==> config.mk <==
export PLATFORM = sky130hd
export DESIGN_NAME = seq_stage_controller
export DESIGN_NICKNAME = d
export VERILOG_FILES = /design/src/rtl/seq_stage_controller_pkg.sv /design/src/rtl/ack_timeout_counter.sv /design/src/rtl/seq_stage_controller.sv
export SDC_FILE = /design/constraint.sdc
export NUM_CORES = 1
export LEC_CHECK = 0
export BUFFER_PORTS_ARGS = -buffer_cell sky130_fd_sc_hd__buf_2
export CORE_ASPECT_RATIO = 2
export CORE_MARGIN = 2
export CORE_UTILIZATION = 54
export DETAILED_ROUTE_END_ITERATION = 16
export GPL_TIMING_DRIVEN = 0
export PLACE_DENSITY = 0.79
export SKIP_LAST_GASP = 1
export SYNTH_ARGS = -nofsm -noshare
export SYNTH_HDL_FRONTEND = slang
export SYNTH_HIERARCHICAL = 1
export SYNTH_SLANG_ARGS = --single-unit
==> constraint.sdc <==
create_clock -name Clk -period 2.25 [get_ports Clk]
set_input_delay 0.45 -clock Clk [delete_from_list [all_inputs] [get_ports Clk]]
set_output_delay 0.45 -clock Clk [all_outputs]
set_load 0.02 [all_outputs]
==> src/rtl/seq_stage_controller_pkg.sv <==
// Shared definitions for the sequential stage controller: icodes, status codes and FSM states.
package seq_stage_controller_pkg;

  localparam logic [3:0] IHALT   = 4'h0;
  localparam logic [3:0] INOP    = 4'h1;
  localparam logic [3:0] IRRMOVQ = 4'h2;
  localparam logic [3:0] IIRMOVQ = 4'h3;
  localparam logic [3:0] IRMMOVQ = 4'h4;
  localparam logic [3:0] IMRMOVQ = 4'h5;
  localparam logic [3:0] IOPQ    = 4'h6;
  localparam logic [3:0] IJXX    = 4'h7;
  localparam logic [3:0] ICALL   = 4'h8;
  localparam logic [3:0] IRET    = 4'h9;
  localparam logic [3:0] IPUSHQ  = 4'hA;
  localparam logic [3:0] IPOPQ   = 4'hB;

  localparam logic [2:0] StatAok = 3'd1;
  localparam logic [2:0] StatHlt = 3'd2;
  localparam logic [2:0] StatAdr = 3'd3;
  localparam logic [2:0] StatIns = 3'd4;

  typedef enum logic [2:0] {
    StIdle,
    StFetch,
    StDecode,
    StExecute,
    StMemory,
    StWriteback,
    StPcupd,
    StHalted
  } state_e;

  function automatic logic is_mem_icode(input logic [3:0] icode);
    return (icode == IRMMOVQ) || (icode == IMRMOVQ) || (icode == ICALL) ||
           (icode == IRET) || (icode == IPUSHQ) || (icode == IPOPQ);
  endfunction

  function automatic logic is_reg_wr_icode(input logic [3:0] icode);
    return (icode == IRRMOVQ) || (icode == IIRMOVQ) || (icode == IMRMOVQ) ||
           (icode == IOPQ) || is_mem_icode(icode) && (icode != IRMMOVQ);
  endfunction

endpackage

==> src/rtl/ack_timeout_counter.sv <==
// Wait counter for the memory request states; flags the last permitted cycle without an ack.
module ack_timeout_counter #(
  parameter int unsigned MEM_TIMEOUT = 16
) (
  input  logic clk_i,
  input  logic rst_ni,
  input  logic count_i,
  output logic timeout_o
);

  localparam int unsigned CntW = $clog2(MEM_TIMEOUT + 1);

  logic [CntW-1:0] cnt_q, cnt_d;

  // count_i drops whenever the request state is left, so every entry starts from zero
  always_comb begin
    cnt_d = '0;
    if (count_i) begin
      cnt_d = cnt_q + CntW'(1);
    end
  end

  always_ff @(posedge clk_i or negedge rst_ni) begin
    if (!rst_ni) begin
      cnt_q <= '0;
    end else begin
      cnt_q <= cnt_d;
    end
  end

  assign timeout_o = (cnt_q == CntW'(MEM_TIMEOUT - 1));

endmodule

==> src/rtl/seq_stage_controller.sv <==
// Multi-cycle fetch/decode/execute/memory/writeback/PC-update sequencer with fault halting.
module seq_stage_controller
  import seq_stage_controller_pkg::*;
#(
  parameter int unsigned MEM_TIMEOUT = 16,
  parameter int unsigned CNT_W       = 64
) (
  input  logic             Clk,
  input  logic             Reset_n,
  input  logic             Run,
  output logic             imem_req,
  input  logic             imem_ack,
  input  logic             imem_error,
  input  logic [3:0]       icode_in,
  output logic             dmem_req,
  input  logic             dmem_ack,
  input  logic             dmem_error,
  output logic             decode_en,
  output logic             execute_en,
  output logic             cc_we,
  output logic             reg_we,
  output logic             pc_we,
  output logic [2:0]       Stat,
  output logic             busy,
  output logic [CNT_W-1:0] retired
);

  state_e             state_q, state_d;
  logic [3:0]         icode_q, icode_d;
  logic [2:0]         stat_q, stat_d;
  logic [CNT_W-1:0]   retired_q, retired_d;
  logic               wait_count;
  logic               timeout;

  always_comb begin
    state_d   = state_q;
    icode_d   = icode_q;
    stat_d    = stat_q;
    retired_d = retired_q;
    unique case (state_q)
      StIdle: if (Run) state_d = StFetch;
      StFetch: begin
        if (imem_ack) begin
          if (imem_error) begin
            state_d = StHalted;
            stat_d  = StatAdr;
          end else if (icode_in > IPOPQ) begin
            state_d = StHalted;
            stat_d  = StatIns;
          end else if (icode_in == IHALT) begin
            state_d = StHalted;
            stat_d  = StatHlt;
          end else begin
            icode_d = icode_in;
            state_d = StDecode;
          end
        end else if (timeout) begin
          state_d = StHalted;
          stat_d  = StatAdr;
        end
      end
      StDecode:  state_d = StExecute;
      StExecute: state_d = is_mem_icode(icode_q) ? StMemory : StWriteback;
      StMemory: begin
        if (dmem_ack) begin
          state_d = dmem_error ? StHalted : StWriteback;
          if (dmem_error) stat_d = StatAdr;
        end else if (timeout) begin
          state_d = StHalted;
          stat_d  = StatAdr;
        end
      end
      StWriteback: state_d = StPcupd;
      StPcupd: begin
        retired_d = retired_q + CNT_W'(1);
        state_d   = Run ? StFetch : StIdle;
      end
      StHalted: state_d = StHalted;
    endcase
  end

  // Counting only while staying in a request state gives a fresh count on every entry
  assign wait_count = ((state_q == StFetch) && (state_d == StFetch)) ||
                      ((state_q == StMemory) && (state_d == StMemory));

  ack_timeout_counter #(
    .MEM_TIMEOUT(MEM_TIMEOUT)
  ) u_ack_timeout_counter (
    .clk_i    (Clk),
    .rst_ni   (Reset_n),
    .count_i  (wait_count),
    .timeout_o(timeout)
  );

  always_ff @(posedge Clk or negedge Reset_n) begin
    if (!Reset_n) begin
      state_q   <= StIdle;
      icode_q   <= IHALT;
      stat_q    <= StatAok;
      retired_q <= '0;
    end else begin
      state_q   <= state_d;
      icode_q   <= icode_d;
      stat_q    <= stat_d;
      retired_q <= retired_d;
    end
  end

  assign imem_req   = (state_q == StFetch);
  assign dmem_req   = (state_q == StMemory);
  assign decode_en  = (state_q == StDecode);
  assign execute_en = (state_q == StExecute);
  assign cc_we      = (state_q == StExecute) && (icode_q == IOPQ);
  assign reg_we     = (state_q == StWriteback) && is_reg_wr_icode(icode_q);
  assign pc_we      = (state_q == StPcupd);
  assign busy       = (state_q != StIdle) && (state_q != StHalted);
  assign Stat       = stat_q;
  assign retired    = retired_q;

endmodule

==> results.yml <==
outcome:
  outcome: "complete, no violations"
synthesis:
  dominant_combinational_cell_family_by_area_after_synthesis: "simple AND/OR/NAND/NOR gates"
  synth_async_sr_flop_share: 1.00
  synth_compound_gate_area_share: 0.0301
  count_of_warnings_emitted_by_yosys: 6
  synthXorXnorAreaFrac: 0.145
  synthAdderAreaFrac: 0.00970
  synth.net_count: 373
  avgSynthCellArea_um2: 10.8
  count_of_flip_flops_with_a_built_in_enable_after_synthesis: 0
  synthCells: 359
  yosys-top-cells-area: "dfrtp_1, xnor2_1, xor2_1, nand2_1, nand4_1"
  synthMostInstantiatedCell: "dfrtp_1"
  mux_contribution_to_synthesized_area: 0.0197
  ffs_latches_synth: 79
  synth-simple-area-share: 0.265
  post_synth_top_cells: "dfrtp_1, nand2_1, xnor2_1"
  yosysTopAreaCell: "dfrtp_1"
  synth_top_area_share: 0.505
  synthesis.area_um2: 3870
  yosys.cell_types.count: 44
  synth_seq_area_share: 0.511
  ys.flop_type: "dfrtp_1"
clock_tree:
  h-tree-depth: 3
  worst_skew_pair.late_latency_ns: 0.33
  cts_sinks: 79
  cts-root-buf: "clkbuf_16"
  cts.reportedPaths.clkPinSlew_ns: 0.06
  tritoncts: "built"
  numCtsBuffers: 9
  cts_max_path_buffers: 2
floorplanning:
  dieWidth_um: 63.9
  fp.dieH_um: 124
  io_pins: 86
  initial_core_util: 0.557
  coreArea_um2: 6940
  rows: 43
  die_area_um2: 7900
min_path:
  holdCritPathClass: "in -> reg"
  whs_path_depth: 2
  holdCritStartpoint: "icode_in[0]"
  worstHoldEndpoint: "icode_q[0]$_DFFE_PN0P_"
sta:
  timing.final.crit_share: 0.951
  slew_headroom: 0.594
  timing_hold_violations_final: 0
  clock_skew_ns: 0.00519
  finalSetupViolCount: 0
  timing.final.max_slew_violations: 0
  timing.fmax_mhz: 467
  fin_ws_ns: 0.110
  min_period_ns: 2.14
  timing.setup.tns_ns: 0
  tightestPinTransition_ns: 0.605
worst_setup_path:
  crit_required_ns: 2.50
  critPathKind: "reg -> reg"
  cp-start-kind: "flip-flop"
  critPathLaunch: "state_q[0]$_DFF_PN0_"
  r2r-start: "state_q[0]$_DFF_PN0_"
  capture_instance_of_the_worst_register_to_register_path: "retired[29]$_DFFE_PN0P_"
  worst-path-max-fanout: 10
  ff2ff_path_depth: 7
  setup.worst_path.end_class: "flip-flop"
  cp.arrival_ns: 2.39
  reg2reg_setup_slack_ns: 0.11
global_route:
  grt_pass1_vias: 3136
  globalRouteOverflowTotal: 0
  grt_max_degree: 72
  grt_first_pass_wirelength_um: 14600
  antenna_found_initial: 0
  gr-usage-all-layers: 0.240
drt:
  detailroute.via_count: 3087
  drt_first_iter_violations: 223
  wire_per_inst_um: 15.7
  viasPerCell: 5.58
  drt_pass1_iterations: 4
  routed_wl_um: 8690
  drtAntennaViolNets: 0
  detail_route.drc_violations: 0
power_and_ir_drop:
  cellPowerDensity_nw_per_um2: 823
  p_total_mw: 3.98
  peakVddDrop_v: 0.000695
  power.leakage_nw: 2.43
placed_design:
  place_hpwl_um: 6360
  gp_congestion: 0.823
  place_area_um2: 4440
  io_buffer_count: 85
  dp_worst_setup_slack_ns: -0.0527
layout:
  drive_gt1_frac: 0.313
  finish.instance_area_um2: 4830
  num-nets-final: 472
  flow.area_growth_from_synthesis_pct: 25.0
  antenna_cells: 0
flow_run:
  cap_violations: 0
==> repair_timing <==
action / CTS / global route
hold buffers: 1 / 0
endpoints found under the hold margin: 8 / 0
setup endpoints to repair: 6 / 37
setup buffers: 1 / 0
resized for setup: 4 / 18
==> critical path, cell delays in order, from the launching register on <==
cell and delay [ns]:
dfrtp_2 0.44, and3b_2 0.27, buf_6 0.14, nand4_4 0.15, or4_4 0.48, buf_6 0.18
nor3_2 0.20, xor2_1 0.19
==> cell type report <==
class | count | area (µm²)
clock buffer | 13 | 260
tap | 90 | 113
buffer | 8 | 58.8
clock inverter | 3 | 17.5
inverter | 7 | 26.3
multi-input combinational | 265 | 1910
fill | 527 | 2110
sequential | 79 | 1980
timing repair buffer | 88 | 473
==> stage by stage <==
| step | instances | utilization | hold WS (ns) |
|---|---|---|---|
| 6_report | 553 | 0.697 | 0.366 |
| 5_1_grt | 553 | 0.697 | 0.366 |
| 4_1_cts | 553 | 0.685 | 0.359 |
| 3_5_place_dp | 535 | 0.639 | 0.296 |
| 3_3_place_gp | 534 | 0.635 | 0.452 |
| 2_1_floorplan | 359 | - | 0.154 |
==> where the power goes <==
| part | switching, mW | internal [mW] | total (mW) |
|---|---|---|---|
| registers | 0.179 | 1.57 | 1.75 |
| logic | 0.530 | 0.352 | 0.882 |
| clock network | 0.539 | 0.804 | 1.34 |
| total | 1.25 | 2.73 | 3.98 |
==> logic make-up (layout without fill, tap and decap cells) <==
group                    count (synthesis)  after routing
AO/OA/AOI/OAI                           19             19
multiplexers                             7              7
XOR/XNOR                                64             64
AND/OR/NAND/NOR                        172            172
adder cells (fa/ha/maj)                  3              3
flip-flops                              79             79
buffers and inverters                   15            119
==> cells in the final DEF, fill, tap and decap left out, types with 3 or more instances in the layout <==
master / instances
a21oi_1: 4
and2_1: 5
and3_1: 5
and4_1: 5
buf_2: 85
buf_4: 3
buf_6: 3
clkbuf_1: 4
clkbuf_16: 9
dfrtp_1: 76
ha_1: 3
inv_1: 7
mux2_2: 5
nand2_1: 36
nand2b_1: 4
nand3_1: 20
nand3_2: 3
nand4_1: 19
nor2_1: 25
nor2b_1: 3
nor3_1: 8
nor3_2: 10
nor4_1: 8
nor4_2: 3
nor4_4: 5
o21ai_0: 8
xnor2_1: 36
xor2_1: 28
==> worst max-delay path by stage <==
stage                                         end  slack (ns)  depth (start not counted)
final                     retired[29]$_DFFE_PN0P_        0.11                          7
after global routing      retired[44]$_DFFE_PN0P_       -0.02                          6
after CTS                 retired[49]$_DFFE_PN0P_      0.0008                          7
after detailed placement  retired[62]$_DFFE_PN0P_       -0.05                          6
after global placement    retired[62]$_DFFE_PN0P_       -0.04                          6
after floorplan           retired[52]$_DFFE_PN0P_        0.16                          6
==> state kept, by name (all words and copies together) (netlist names) <==
| name | count |
|---|---|
| Stat | 3 |
| state_q | 3 |
| u_ack_timeout_counter/cnt_q | 5 |
| retired | 64 |
| icode_q | 4 |
==> metal layers <==
layer  track usage  routed length [µm]
met5             0                   0
met4         0.102                 161
met3        0.0515                 338
met2         0.442                4980
met1         0.259                3210
(Power assumes the default switching activity.)
